## config.mk

```make
export PLATFORM = sky130hd
export DESIGN_NAME = pipe_stage_reg
export DESIGN_NICKNAME = d
export VERILOG_FILES = /design/src/rtl/pipe_pkg.sv /design/src/rtl/pipe_slot.sv /design/src/rtl/pipe_stage_reg.sv
export SDC_FILE = /design/constraint.sdc
export NUM_CORES = 1
export LEC_CHECK = 0
export CELL_PAD_IN_SITES_DETAIL_PLACEMENT = 1
export CELL_PAD_IN_SITES_GLOBAL_PLACEMENT = 2
export CORE_ASPECT_RATIO = 2
export CORE_MARGIN = 5
export CORE_UTILIZATION = 33
export DETAILED_ROUTE_END_ITERATION = 12
export GPL_TIMING_DRIVEN = 0
export PLACE_DENSITY = 0.84
export SYNTH_ARGS = -nofsm -noshare
export SYNTH_HDL_FRONTEND = slang
export SYNTH_SLANG_ARGS = --single-unit
export TNS_END_PERCENT = 10
```

## constraint.sdc

```tcl
create_clock -name clk -period 23.8 [get_ports clk]
set_input_delay 2.38 -clock clk [delete_from_list [all_inputs] [get_ports clk]]
set_output_delay 2.38 -clock clk [all_outputs]
set_load 0.005 [all_outputs]
```

## src/rtl/pipe_pkg.sv

```systemverilog
// Shared definitions for the pipeline-stage registers: the bubble encodings
// and the per-stage payload layouts that set DATA_W at each boundary.
package pipe_pkg;

  // Instruction shown for a bubble: addi x0, x0, 0.
  localparam logic [31:0] NOP_INST = 32'h0000_0013;

  // A bubble carries an all-zero control bundle, meaning no side effects.
  // Stored as one bit and replicated to whatever CTRL_W a stage uses.
  localparam logic CTRL_BUBBLE = 1'b0;

  // EX/MEM payload: everything the memory stage needs from execute.
  typedef struct packed {
    logic [31:0] alu_result;
    logic [31:0] store_data;
    logic [4:0]  rd_addr;
    logic [2:0]  funct3;
  } ex_mem_t;

  // MEM/WB payload: the value to write back and where it goes.
  typedef struct packed {
    logic [31:0] wb_data;
    logic [4:0]  rd_addr;
  } mem_wb_t;

  localparam int EX_MEM_W = $bits(ex_mem_t);
  localparam int MEM_WB_W = $bits(mem_wb_t);

endpackage

```

## src/rtl/pipe_slot.sv

```systemverilog
// One storage entry of a pipeline-stage register: a valid bit plus the
// ctrl/data/pc/pc_next/inst fields. Clear beats load so a kill is never
// undone by a beat arriving in the same cycle.
module pipe_slot #(
  parameter int                CTRL_W   = 3,
  parameter int                DATA_W   = 256,
  parameter int                PC_W     = 32,
  parameter int                INST_W   = 32,
  parameter logic [INST_W-1:0] NOP_INST = INST_W'(pipe_pkg::NOP_INST)
) (
  input  logic              clk,
  input  logic              rst,
  input  logic              i_load,
  input  logic              i_clear,
  input  logic [CTRL_W-1:0] i_ctrl,
  input  logic [DATA_W-1:0] i_data,
  input  logic [PC_W-1:0]   i_pc,
  input  logic [PC_W-1:0]   i_pc_next,
  input  logic [INST_W-1:0] i_inst,
  output logic              o_valid,
  output logic [CTRL_W-1:0] o_ctrl,
  output logic [DATA_W-1:0] o_data,
  output logic [PC_W-1:0]   o_pc,
  output logic [PC_W-1:0]   o_pc_next,
  output logic [INST_W-1:0] o_inst
);

  logic              r_valid;
  logic [CTRL_W-1:0] r_ctrl;
  logic [DATA_W-1:0] r_data;
  logic [PC_W-1:0]   r_pc;
  logic [PC_W-1:0]   r_pc_next;
  logic [INST_W-1:0] r_inst;

  // Valid bit: set on load, dropped on clear; clear has the last word.
  // NOTE: state is updated with non-blocking assignments so every flop samples
  // the pre-edge values, independent of statement order.
  always_ff @(posedge clk or posedge rst) begin
    if (rst) begin
      r_valid <= 1'b0;
    end else if (i_clear) begin
      r_valid <= 1'b0;
    end else if (i_load) begin
      r_valid <= 1'b1;
    end
  end

  // Payload fields: captured on an accepted load, otherwise held (a clear
  // leaves the old contents in place; consumers qualify them with valid).
  // NOTE: the payload is reset as well as the valid bit so every output is
  // defined straight out of reset, including the NOP instruction.
  always_ff @(posedge clk or posedge rst) begin
    if (rst) begin
      r_ctrl    <= '0;
      r_data    <= '0;
      r_pc      <= '0;
      r_pc_next <= '0;
      r_inst    <= NOP_INST;
    end else if (i_load && !i_clear) begin
      r_ctrl    <= i_ctrl;
      r_data    <= i_data;
      r_pc      <= i_pc;
      r_pc_next <= i_pc_next;
      r_inst    <= i_inst;
    end
  end

  assign o_valid   = r_valid;
  assign o_ctrl    = r_ctrl;
  assign o_data    = r_data;
  assign o_pc      = r_pc;
  assign o_pc_next = r_pc_next;
  assign o_inst    = r_inst;

endmodule

```

## src/rtl/pipe_stage_reg.sv

```systemverilog
// Handshaked pipeline-stage register placed at every stage boundary.
// Main entry M drives the outputs; with SKID=1 a second entry S absorbs the
// beat that arrives while M is stalled, so in_ready can be a plain flop
// (no combinational path from out_ready) and throughput stays at 1 beat/cycle.
// With SKID=0 there is only M and in_ready is combinational.
// flush kills everything held and anything arriving in the same cycle.
module pipe_stage_reg
  import pipe_pkg::*;
#(
  parameter int                CTRL_W   = 3,
  parameter int                DATA_W   = 256,
  parameter int                PC_W     = 32,
  parameter int                INST_W   = 32,
  parameter logic [INST_W-1:0] NOP_INST = INST_W'(pipe_pkg::NOP_INST),
  parameter bit                SKID     = 1'b1
) (
  input  logic              clk,
  input  logic              rst,
  input  logic              flush,
  input  logic              in_valid,
  output logic              in_ready,
  input  logic [CTRL_W-1:0] in_ctrl,
  input  logic [DATA_W-1:0] in_data,
  input  logic [PC_W-1:0]   in_pc,
  input  logic [PC_W-1:0]   in_pc_next,
  input  logic [INST_W-1:0] in_inst,
  output logic              out_valid,
  input  logic              out_ready,
  output logic [CTRL_W-1:0] out_ctrl,
  output logic [DATA_W-1:0] out_data,
  output logic [PC_W-1:0]   out_pc,
  output logic [PC_W-1:0]   out_pc_next,
  output logic [INST_W-1:0] out_inst,
  output logic [1:0]        occupancy
);

  logic w_fire_in;
  logic w_fire_out;
  logic w_m_adv;
  logic w_m_load;
  logic w_m_clear;
  logic w_s_load;
  logic w_s_clear;

  // Main entry
  logic              w_m_valid;
  logic [CTRL_W-1:0] w_m_ctrl;
  logic [DATA_W-1:0] w_m_data;
  logic [PC_W-1:0]   w_m_pc;
  logic [PC_W-1:0]   w_m_pc_next;
  logic [INST_W-1:0] w_m_inst;

  // Skid entry (tied off when SKID=0)
  logic              w_s_valid;
  logic [CTRL_W-1:0] w_s_ctrl;
  logic [DATA_W-1:0] w_s_data;
  logic [PC_W-1:0]   w_s_pc;
  logic [PC_W-1:0]   w_s_pc_next;
  logic [INST_W-1:0] w_s_inst;

  // What M loads: the older beat in S when there is one, else the input.
  logic [CTRL_W-1:0] w_md_ctrl;
  logic [DATA_W-1:0] w_md_data;
  logic [PC_W-1:0]   w_md_pc;
  logic [PC_W-1:0]   w_md_pc_next;
  logic [INST_W-1:0] w_md_inst;

  // With SKID=1 in_ready is just the inverted S valid flop.
  assign in_ready   = SKID ? !w_s_valid : (!w_m_valid || out_ready);
  assign w_fire_in  = in_valid && in_ready;
  assign w_fire_out = w_m_valid && out_ready;
  assign w_m_adv    = !w_m_valid || w_fire_out;

  assign w_md_ctrl    = w_s_valid ? w_s_ctrl    : in_ctrl;
  assign w_md_data    = w_s_valid ? w_s_data    : in_data;
  assign w_md_pc      = w_s_valid ? w_s_pc      : in_pc;
  assign w_md_pc_next = w_s_valid ? w_s_pc_next : in_pc_next;
  assign w_md_inst    = w_s_valid ? w_s_inst    : in_inst;

  // Entry control: flush overrides everything; otherwise keep FIFO order by
  // always refilling M from S before taking a new beat.
  // NOTE: every signal gets a default first so no path through the block
  // leaves a value unassigned, which would infer a latch.
  always_comb begin
    w_m_load  = 1'b0;
    w_m_clear = 1'b0;
    w_s_load  = 1'b0;
    w_s_clear = 1'b0;
    if (flush) begin
      w_m_clear = 1'b1;
      w_s_clear = 1'b1;
    end else if (SKID) begin
      if (w_m_adv) begin
        w_m_load  = w_s_valid || w_fire_in;
        w_m_clear = !(w_s_valid || w_fire_in);
        w_s_load  = w_s_valid && w_fire_in;
        w_s_clear = !(w_s_valid && w_fire_in);
      end else begin
        w_s_load  = w_fire_in;
      end
    end else begin
      w_m_load  = w_fire_in;
      w_m_clear = w_fire_out && !w_fire_in;
    end
  end

  pipe_slot #(
    .CTRL_W   (CTRL_W),
    .DATA_W   (DATA_W),
    .PC_W     (PC_W),
    .INST_W   (INST_W),
    .NOP_INST (NOP_INST)
  ) u_m (
    .clk       (clk),
    .rst       (rst),
    .i_load    (w_m_load),
    .i_clear   (w_m_clear),
    .i_ctrl    (w_md_ctrl),
    .i_data    (w_md_data),
    .i_pc      (w_md_pc),
    .i_pc_next (w_md_pc_next),
    .i_inst    (w_md_inst),
    .o_valid   (w_m_valid),
    .o_ctrl    (w_m_ctrl),
    .o_data    (w_m_data),
    .o_pc      (w_m_pc),
    .o_pc_next (w_m_pc_next),
    .o_inst    (w_m_inst)
  );

  if (SKID) begin : g_skid
    pipe_slot #(
      .CTRL_W   (CTRL_W),
      .DATA_W   (DATA_W),
      .PC_W     (PC_W),
      .INST_W   (INST_W),
      .NOP_INST (NOP_INST)
    ) u_s (
      .clk       (clk),
      .rst       (rst),
      .i_load    (w_s_load),
      .i_clear   (w_s_clear),
      .i_ctrl    (in_ctrl),
      .i_data    (in_data),
      .i_pc      (in_pc),
      .i_pc_next (in_pc_next),
      .i_inst    (in_inst),
      .o_valid   (w_s_valid),
      .o_ctrl    (w_s_ctrl),
      .o_data    (w_s_data),
      .o_pc      (w_s_pc),
      .o_pc_next (w_s_pc_next),
      .o_inst    (w_s_inst)
    );
  end else begin : g_no_skid
    assign w_s_valid   = 1'b0;
    assign w_s_ctrl    = '0;
    assign w_s_data    = '0;
    assign w_s_pc      = '0;
    assign w_s_pc_next = '0;
    assign w_s_inst    = NOP_INST;
  end

  // Bubbles present an inert control bundle and a NOP; data/pc simply hold.
  assign out_valid   = w_m_valid;
  assign out_ctrl    = w_m_valid ? w_m_ctrl : {CTRL_W{CTRL_BUBBLE}};
  assign out_inst    = w_m_valid ? w_m_inst : NOP_INST;
  assign out_data    = w_m_data;
  assign out_pc      = w_m_pc;
  assign out_pc_next = w_m_pc_next;
  assign occupancy   = {1'b0, w_m_valid} + {1'b0, w_s_valid};

endmodule
```

# Word-level counts from Yosys, hierarchy flattened
# Index checks and enable logic that the tools add are counted.
# classes
magnitude_cmp	0
muxes	19
add_sub_neg	1
shift	0
div	0
n_eq_ne	0
reduce_logical	15
bitwise_logic	0
multipliers	0
# ops
op	count
$mux 256	1
$mux 32	4
$mux 1	12
$logic_not 1->1	6
$mux 3	2
$logic_and 1x1->1	5
$reduce_bool 2->1	2
$add 1x1->2	1
$logic_or 1x1->1	2
# word_totals
ff_bits	712
memories	0
output_inout_bits	359
inputBits	360
mem_bits_ro	0
word_cells	47
mem_bits_rw	0
latch_bits	0

# Longest topological paths before layout
# Gate-level depths: netlist of run 1.
# depth
word_depth	8
depth_mapped	7
depth_no_buf	3

# Modules after synthesis
# From an unflattened synthesis of run 1, not the netlist that was laid out.
# unflattened
hier_cells	1952
hier_area_um2	35918.2
# modules_own_cells
mod	n_inst	area_per_inst_um2	cells_each	seq_area_each_um2
pipe_slot	2	15006.9	755	8912.3
pipe_stage_reg	1	5904.4	442	0.0

# Worst setup path before layout of run 1
# Ideal clock, no wire load.
# synth_timing
path_type	input to register
start	in flush
end	reg u_m.r_ctrl[0], in the netlist u_m.o_ctrl[0]
arrival_ns	3.484
slack_ns	20.191
cell_stages	5
path_buffers	3
path_cell_list	or3_1 buf_6 buf_12 buf_12 mux2_4
# synth_between
elab_chain_cells	3
word_cells_on_any_way	4
# synth_rtl
element	line_no	source
from (decl)	pipe_stage_reg.sv:19	input logic flush,
$mux 1	pipe_stage_reg.sv:89	if (flush) begin
$logic_not 1->1	pipe_slot.sv:59	end else if (i_load && !i_clear) begin
$logic_and 1x1->1 *	pipe_slot.sv:59	
to (signal assigned)	pipe_slot.sv:60	r_ctrl <= i_ctrl;
to (decl)	pipe_slot.sv:29	logic [CTRL_W-1:0] r_ctrl;
# Mark *: on every way between the ends. The rest lies on a longest branch, timed or not.
# A chain may end at the register's enable or synchronous reset.

# Final worst setup path of run 1
# layout_timing
start	reg u_m.r_valid, in the netlist u_m.o_valid
end	out out_inst[20]
# layout_between
elab_chain_cells	1
# layout_rtl
element	line_no	source
from (decl)	pipe_slot.sv:28	logic r_valid;
from (signal assigned)	pipe_slot.sv:40	r_valid <= 1'b0;
from (signal assigned)	pipe_slot.sv:42	r_valid <= 1'b0;
from (signal assigned)	pipe_slot.sv:44	r_valid <= 1'b1;
$mux 32	pipe_stage_reg.sv:167	assign out_inst = w_m_valid ? w_m_inst : NOP_INST;
to (decl)	pipe_stage_reg.sv:33	output logic [INST_W-1:0] out_inst,
# No other way between the ends.

==> results of run 1 <==
## routing by layer
layer,part of all wire [%],GRT usage [%]
met1,34,18.7
met2,53,34.1
met3,8.8,7.17
met4,3.4,6.90
met5,0.16,0
## registers in the layout (all words and copies together) (netlist names)
signal and cells:
g_skid.u_s.o_pc_next 32, g_skid.u_s.o_inst 32, u_m.o_inst 32, u_m.o_data 256, g_skid.u_s.o_valid 1, u_m.o_valid 1, g_skid.u_s.o_pc 32, g_skid.u_s.o_ctrl 3
u_m.o_pc 32, u_m.o_pc_next 32, u_m.o_ctrl 3, g_skid.u_s.o_data 256
## area by class of cell
class | instances | area [um2] | share of cell area, %
sequential | 712 | 17800 | 40.7
clock buffer | 101 | 2000 | 4.56
multi-input combinational | 1109 | 13600 | 31.0
inverter | 2 | 15.0 | 0.0343
clock inverter | 23 | 282 | 0.642
antenna | 16 | 40.0 | 0.0914
timing repair buffer | 723 | 7320 | 16.7
buffer | 122 | 1100 | 2.51
tap | 1320 | 1650 | 3.77
## placed cells by master, fill, tap and decap left out, types with 2 or more instances in the layout
cell             count
inv_8                2
or2b_1               4
buf_2               41
clkinv_8             3
buf_1               30
dfrtp_1            706
dfstp_2              6
bufinv_16            4
inv_6                2
clkbuf_8             9
clkbuf_16           72
buf_6                7
mux2_2             715
mux2_4             350
clkdlybuf4s50_1    718
nor2_1               2
diode_2             16
buf_12              33
clkbuf_1            31
buf_16               5
clkinv_2            11
and2_1              32
## kinds of logic (layout without fill, tap and decap cells)
family	after synthesis	count (layout)	synth area share, %
muxes	1065	1065	40.9
DFF	712	712	54.8
buffers and inverters	124	971	3.40
and+or+nand+nor	42	42	0.823
adders and majority gates	1	1	0.0385
AOI/OAI and AO/OA	1	1	0.0154
other	0	16	0
## Yosys cell counts
library cell  count  share of area (%)
and2_1           32               0.62
dfstp_2           6               0.48
a21oi_1           1              0.015
dfrtp_1         706                 54
mux2_2          715                 25
inv_1             2              0.023
nor2_1            2              0.023
or3_1             1              0.019
or2b_1            4              0.092
mux2_4          350                 16
buf_1            30               0.35
nor3_1            1              0.015
clkbuf_1         11               0.13
buf_2            41               0.63
nor2b_4           1              0.042
ha_1              1              0.038
buf_6             7               0.24
buf_12           33                2.0
nand3_1           1              0.015
## power by group through the flow
stage | clock [mW] | sequential [mW] | combinational [mW]
after global placement | 0 | 1.64 | 0.794
after floorplan | 0 | 1.62 | 0.417
after detailed placement | 0 | 1.66 | 0.827
final | 1.13 | 1.64 | 0.819
after CTS | 1.18 | 1.64 | 0.834
after global routing | 1.22 | 1.66 | 0.873
## worst max path at each step
| stage | startpoint | endpoint | slack (ns) |
|---|---|---|---|
| 2_1_floorplan | rst | g_skid.u_s.o_ctrl[0] | 1.46 |
| 3_3_place_gp | rst | u_m.o_data[73] | -6.25 |
| 3_5_place_dp | out_ready | g_skid.u_s.o_pc_next[9] | 18.68 |
| 4_1_cts | u_m.o_valid | out_inst[22] | 18.48 |
| 5_1_grt | u_m.o_valid | out_inst[22] | 18.40 |
| 6_report | u_m.o_valid | out_inst[20] | 18.68 |
==> impl_metrics.ini, run 1 <==
[timing]
final_max_slew_viol_count = 0
setup_viol = 0
min_period_ns = 5.12
max_slew_margin_pct = 39.0
fin_setup_tns_ns = 0
rsz0062_at_grt = false
finalCritPeriodShare_pct = 21.5
setup_ws_ns = 18.68
worst_slew_pin_slew_ns = 0.915
skew_ns = 0.0294
hold_violations = 0
hold_ws_ns = 0.499
fmax_mhz = 195

[power]
p_int_mw = 2.67
pwr-share-clk_pct = 31.6
vdd_drop_max_mv = 0.0581
p_leak_nw = 19.3
switching_share_pct = 25.5
power_mw = 3.59
seqPwrFrac_pct = 45.6
p_sw_mw = 0.916
p_comb_share_pct = 22.8
powerDensity_mw_per_mm2 = 81.9

[route]
remaining_drc_errors = 0
finalWirelength_um = 100000
via_per_inst = 4.71
drt_iter0_drc = 554
vias = 19400
dr.pass1.iters = 4
routedWlPerCell_um = 24.3
ant_nets = 0

[worst_setup_path]
crit_family = buffers and inverters
critPathMaxFanout = 12
end_kind = output pin
crit_path_max_incr_delay_ns = 0.73
worst-path-stages = 3
rr_endpoint = g_skid.u_s.o_pc_next[10]
start_kind = flop
path_cells = clkbuf_1 -> and2_1 -> clkdlybuf4s50_1
r2r_cells = 5
crit_slowest_cell = dfrtp_1
ff2ff_setup_slack_ns = 21.01
critPathKind = reg2out
crit_required_ns = 21.42
cp.arrival_ns = 2.74
worst-path-buf-inv = 2
r2r-start = u_m.o_valid

[synth]
netlist_area_mm2 = 0.0325
ys_types = 19
synth.net_count = 2306
yosys_warnings = 0
synthCells = 1945
ys_seq_area_share_pct = 54.8
ys_ff_latch = 712
avgSynthCellArea_um2 = 16.7

[worst_hold_path]
hp-class = reg2reg
holdPathStages = 1
worstHoldStart = g_skid.u_s.o_data[36]
hold_path_end = g_skid.u_s.o_data[36]

[clock_network]
hold_buffers = 0
cts_resized = 0
root_buffer = clkbuf_16
h-tree-depth = 3
cts_setup_buffers = 0
clkSlewWorstSetupHoldPaths_ns = 0.06
clock_latency_ns = 0.65
cts_sinks = 712
numCtsBuffers = 71
tritoncts = yes
clk_path_buf_depth = 3

[finish]
areaGrowthSynthToFinish_pct = 34.8
fin_cells = 4128
layout-drive-gt1-share_pct = 45.2
stdcell_area_mm2 = 0.0438
final_util_pct = 44.6
n_fill_cell = 9825
nets = 3102

[run_status]
status = complete, no violations

[placement]
finalWeightedCongestion = 0.810
placed_cell_area_mm2 = 0.0415
dpl.hpwl_um = 75500
placed_cells = 3988
io_buffers = 718
dpl_worst_slack_ns = 18.68

[job]
cap_viol_max_count = 0

[global_routing]
grt_max_degree = 139
overflow = 0
grt_pass1_vias = 23300
antenna_found_initial = 31
grt_usage_pct = 18.5
grt_pass1_wl_um = 149000

[floorplan]
io-pin-count = 719
core_mm2 = 0.0983
core.rowCount = 163
die_w_um = 232
die_h_um = 454
floorplan.die_area_mm2 = 0.105
initial_core_util_pct = 33.1
(Power assumes the default switching activity.)
==> run 2, diff against run 1 <==
--- a/config.mk
+++ b/config.mk
@@ -9,10 +9,10 @@
 export CELL_PAD_IN_SITES_GLOBAL_PLACEMENT = 2
 export CORE_ASPECT_RATIO = 2
 export CORE_MARGIN = 5
-export CORE_UTILIZATION = 33
+export CORE_UTILIZATION = 36
 export DETAILED_ROUTE_END_ITERATION = 12
 export GPL_TIMING_DRIVEN = 0
-export PLACE_DENSITY = 0.84
+export PLACE_DENSITY = 0.87
 export SYNTH_ARGS = -nofsm -noshare
 export SYNTH_HDL_FRONTEND = slang
 export SYNTH_SLANG_ARGS = --single-unit
==> constraint.sdc (replaced) <==
create_clock -name clk -period 4.9 [get_ports clk]
set_input_delay 0.49 -clock clk [delete_from_list [all_inputs] [get_ports clk]]
set_output_delay 0.49 -clock clk [all_outputs]
set_load 0.005 [all_outputs]
==> impl_metrics.ini, run 2 (synthesis gave the netlist of run 1 again) <==
[power]
switching_share_pct = 25.9
pwr-share-clk_pct = 31.8
vdd_drop_max_mv = 0.342
p_leak_nw = 19.4
power_mw = 17.6
seqPwrFrac_pct = 45.1
p_int_mw = 13.1
p_sw_mw = 4.56
p_comb_share_pct = 23.1
powerDensity_mw_per_mm2 = 401

[timing]
skew_ns = 0.0175
fmax_mhz = 295
setup_viol = 0
rsz0062_at_grt = false
min_period_ns = 3.39
hold_violations = 0
setup_ws_ns = 1.51
final_max_slew_viol_count = 0
hold_ws_ns = 0.283
worst_slew_pin_slew_ns = 0.937
fin_setup_tns_ns = 0
finalCritPeriodShare_pct = 69.3
max_slew_margin_pct = 37.5

[floorplan]
io-pin-count = 719
floorplan.die_area_mm2 = 0.0968
die_h_um = 435
die_w_um = 223
core_mm2 = 0.0900
initial_core_util_pct = 36.1
core.rowCount = 156

[worst_setup_path]
critPathKind = reg2out
crit_slowest_cell = dfrtp_1
cp.arrival_ns = 2.90
path_cells = clkbuf_1 -> and2_1 -> clkdlybuf4s50_1
critPathMaxFanout = 12
crit_path_max_incr_delay_ns = 0.86
end_kind = output pin
r2r_cells = 5
start_kind = flop
crit_required_ns = 4.41

[clock_network]
cts_sinks = 712
hold_buffers = 0
clk_path_buf_depth = 3
numCtsBuffers = 71
clock_latency_ns = 0.66
tritoncts = yes
root_buffer = clkbuf_16
clkSlewWorstSetupHoldPaths_ns = 0.06
h-tree-depth = 3
cts_resized = 0
cts_setup_buffers = 0

[global_routing]
overflow = 0
grt_pass1_wl_um = 159000
antenna_found_initial = 46
grt_pass1_vias = 22900
grt_usage_pct = 21.7
grt_max_degree = 42

[route]
via_per_inst = 4.93
dr.pass1.iters = 4
finalWirelength_um = 108000
vias = 19800
routedWlPerCell_um = 26.9
drt_iter0_drc = 811
ant_nets = 0
remaining_drc_errors = 0

[placement]
dpl.hpwl_um = 82800
io_buffers = 718
placed_cells = 3867
finalWeightedCongestion = 0.818
dpl_worst_slack_ns = 1.58

[finish]
mostFrequentLayoutCell = clkdlybuf4s50_1
layout_common_cells = 718 x clkdlybuf4s50_1, 715 x mux2_2, 706 x dfrtp_1, 350 x mux2_4, 73 x clkbuf_16
n_fill_cell = 8842
layout-drive-gt1-share_pct = 45.6
multi_input_area_mm2 = 0.0136
seq_area_mm2 = 0.0178
nets = 3116
areaGrowthSynthToFinish_pct = 35.1
fin_cells = 4011

[run_status]
status = complete, no violations

[job]
cap_viol_max_count = 0

[worst_hold_path]
hp-class = in2async
## run 2: changes by cell type in the layout (fill, tap and decap cells not counted), moves of 2 or more
cell and delta:
buf_12 +19, inv_8 -2, inv_6 +3, clkbuf_1 -2, buf_16 -5, clkinv_8 -3
clkbuf_8 +7, clkinvlp_4 +2
## run 2: power groups by stage
stage               sequential, mW  combinational (mW)  clock, mW
floorplan                     7.86                2.03          0
global placement              7.98                3.96          0
detailed placement            8.04                4.11          0
CTS                           7.96                4.15       5.78
global route                  8.09                4.35       6.00
finish                        7.95                4.07       5.60
## run 2: path summary, 6_finish.rpt
check | startpoint | endpoint | slack [ns]
min in group clk | flush | u_m.o_valid | 0.47
worst max-delay path | u_m.o_valid | out_inst[31] | 1.51
worst min register to register | g_skid.u_s.o_pc_next[15] | g_skid.u_s.o_pc_next[15] | 0.50
worst max register to register | u_m.o_valid | g_skid.u_s.o_ctrl[2] | 1.94
worst min-delay path | rst | g_skid.u_s.o_data[18] | 0.28
max in group asynchronous | rst | u_m.o_data[125] | 2.37
## run 2: layout make-up
type / instances / area share (%)
Inverter: 2 / 0.0256
Multi-Input combinational cell: 1109 / 30.9
Timing Repair Buffer: 737 / 17.2
Clock inverter: 20 / 0.456
Buffer: 122 / 2.50
Sequential cell: 712 / 40.6
Clock buffer: 107 / 4.81
Tap cell: 1185 / 3.37
Antenna cell: 17 / 0.0968
## run 2: through the flow
| stage | area, um2 | utilization, % |
|---|---|---|
| 6_report | 43900 | 48.8 |
| 3_5_place_dp | 41600 | 46.2 |
| 4_1_cts | 43900 | 48.8 |
| 5_1_grt | 43900 | 48.8 |
| 3_3_place_gp | 41200 | 45.8 |
| 2_1_floorplan | 32500 | - |
## run 2: metal layers
metal  vias to the layer above  global-route usage (%)  share of wire (%)
met3                       161                    11.9                 13
met2                       786                    35.5                 47
met5                         -                       0               0.35
met1                     10200                    24.1                 37
met4                        54                    7.43                3.1
li1                       8591                       -                  -
## run 2: critical path, delay by kind of cell, from the launching register on
kind | cells | cell delay [ns]
flip-flops | 1 | 0.86
buffers and inverters | 2 | 1.09
AND/OR/NAND/NOR | 1 | 0.30
==> run 3, diff against run 2 <==
--- a/config.mk
+++ b/config.mk
@@ -9,10 +9,10 @@
 export CELL_PAD_IN_SITES_GLOBAL_PLACEMENT = 2
 export CORE_ASPECT_RATIO = 2
 export CORE_MARGIN = 5
-export CORE_UTILIZATION = 36
+export CORE_UTILIZATION = 33
 export DETAILED_ROUTE_END_ITERATION = 12
 export GPL_TIMING_DRIVEN = 0
-export PLACE_DENSITY = 0.87
+export PLACE_DENSITY = 0.84
 export SYNTH_ARGS = -nofsm -noshare
 export SYNTH_HDL_FRONTEND = slang
 export SYNTH_SLANG_ARGS = --single-unit
==> constraint.sdc (replaced) <==
create_clock -name clk -period 3 [get_ports clk]
set_input_delay 0.3 -clock clk [delete_from_list [all_inputs] [get_ports clk]]
set_output_delay 0.3 -clock clk [all_outputs]
set_load 0.005 [all_outputs]
==> impl_metrics.ini, run 3 (synthesis gave the netlist of run 1 again) <==
[timing]
min_period_ns = 2.67
fmax_mhz = 374
finalCritPeriodShare_pct = 89.1
hold_violations = 0
setup_viol = 0
rsz0062_at_grt = false
max_slew_margin_pct = 42.3
hold_ws_ns = 0.166
worst_slew_pin_slew_ns = 0.865
final_max_slew_viol_count = 0
skew_ns = 0.0246

[worst_setup_path]
critPathMaxFanout = 13
critPathKind = reg2out
end_kind = output pin
crit_required_ns = 2.70
cp.arrival_ns = 2.37
ff2ff_setup_slack_ns = 0.46
start_kind = flop

[run_status]
status = complete, no violations

[floorplan]
core_mm2 = 0.0983
floorplan.die_area_mm2 = 0.105
die_h_um = 454
die_w_um = 232
core.rowCount = 163
initial_core_util_pct = 33.1
io-pin-count = 719

[route]
vias = 19500
ant_nets = 0
dr.pass1.iters = 4
via_per_inst = 4.71
routedWlPerCell_um = 23.9
finalWirelength_um = 99000
remaining_drc_errors = 0
drt_iter0_drc = 657

[finish]
layout_common_cells = 718 x clkdlybuf4s50_1, 715 x mux2_2, 705 x dfrtp_1, 350 x mux2_4, 72 x clkbuf_16
nets = 3116
mostFrequentLayoutCell = clkdlybuf4s50_1
areaGrowthSynthToFinish_pct = 35.6
layout-drive-gt1-share_pct = 45.8
n_fill_cell = 9787
final_util_pct = 44.9
stdcell_area_mm2 = 0.0441

[global_routing]
grt_max_degree = 46
grt_pass1_wl_um = 148000
grt_pass1_vias = 23100
antenna_found_initial = 31
grt_usage_pct = 18.3
overflow = 0

[power]
p_leak_nw = 19.4
vdd_drop_max_mv = 0.522
power_mw = 28.5
powerDensity_mw_per_mm2 = 645

[clock_network]
clkSlewWorstSetupHoldPaths_ns = 0.06
tritoncts = yes
h-tree-depth = 3
cts_sinks = 712
clock_latency_ns = 0.65
root_buffer = clkbuf_16
cts_setup_buffers = 0
clk_path_buf_depth = 3
numCtsBuffers = 71

[placement]
dpl.hpwl_um = 75500
placed_cell_area_mm2 = 0.0417
io_buffers = 718
finalWeightedCongestion = 0.794

[worst_hold_path]
hp-class = in2async

[job]
cap_viol_max_count = 0
run 3: changes by cell type in the layout (fill, tap and decap cells not counted), moves of 2 or more:
cell,delta
clkbuf_1,-5
clkbuf_2,+5
clkbuf_8,-4
inv_6,-3
clkinv_2,-2
clkinv_8,+2
clkinvlp_4,+2
run 3: final cells by class:
type,count,area [um2],share of cell area [%]
Antenna cell,18,45.0,0.102
Sequential cell,712,17800,40.4
Inverter,2,11.3,0.0255
Timing Repair Buffer,738,7580,17.2
Clock buffer,102,2030,4.61
Buffer,121,1100,2.50
Clock inverter,21,262,0.593
Tap cell,1320,1650,3.75
Multi-Input combinational cell,1109,13600,30.8
run 3: metrics by stage:
| step | cells | setup slack [ns] | TNS [ns] |
|---|---|---|---|
| floorplan | 1945 | -7.04 | -4999.41 |
| global placement | 3983 | -11.17 | -7823.33 |
| detailed placement | 4002 | -0.298 | -47.03 |
| CTS | 4125 | 0.0212 | 0 |
| global route | 4137 | 0.113 | 0 |
| finish | 4143 | 0.327 | 0 |
run 3: worst max-delay path, stage by stage, from the launching register on:
cell,delay (ns)
dfrtp_2,0.56
clkbuf_1,0.42
and2_1,0.19
clkdlybuf4s50_1,0.57
run 3: power by group:
| group | internal (mW) | switching, mW |
|---|---|---|
| clock network | 5.02 | 3.97 |
| registers | 11.8 | 1.23 |
| logic | 4.44 | 2.05 |
| total | 21.2 | 7.24 |
run 3: routing by layer:
layer / global-route usage [%] / share of wire [%] / vias up
met4: 6.62 / 3.0 / 26
met2: 33.3 / 53 / 618
li1: - / - / 8563
met3: 7.28 / 8.9 / 151
met1: 18.9 / 35 / 10200
met5: 0 / 0.19 / -
run 3: path summary, 6_finish.rpt:
path	endpoint	cells past startpoint	startpoint
worst min register to register	g_skid.u_s.o_data[97]	1	g_skid.u_s.o_data[97]
min in group clk	g_skid.u_s.o_data[238]	2	in_data[238]
max in group asynchronous	g_skid.u_s.o_data[248]	10	rst
worst max-delay path	out_inst[7]	3	u_m.o_valid
worst min-delay path	u_m.o_data[64]	3	rst
worst max register to register	u_m.o_inst[21]	5	g_skid.u_s.o_valid
run 3: what timing repair did:
item,in CTS,in global routing
setup endpoints to repair,321,3
hold endpoints to repair,6,0
hold buffers,1,0
resized for setup,4,4
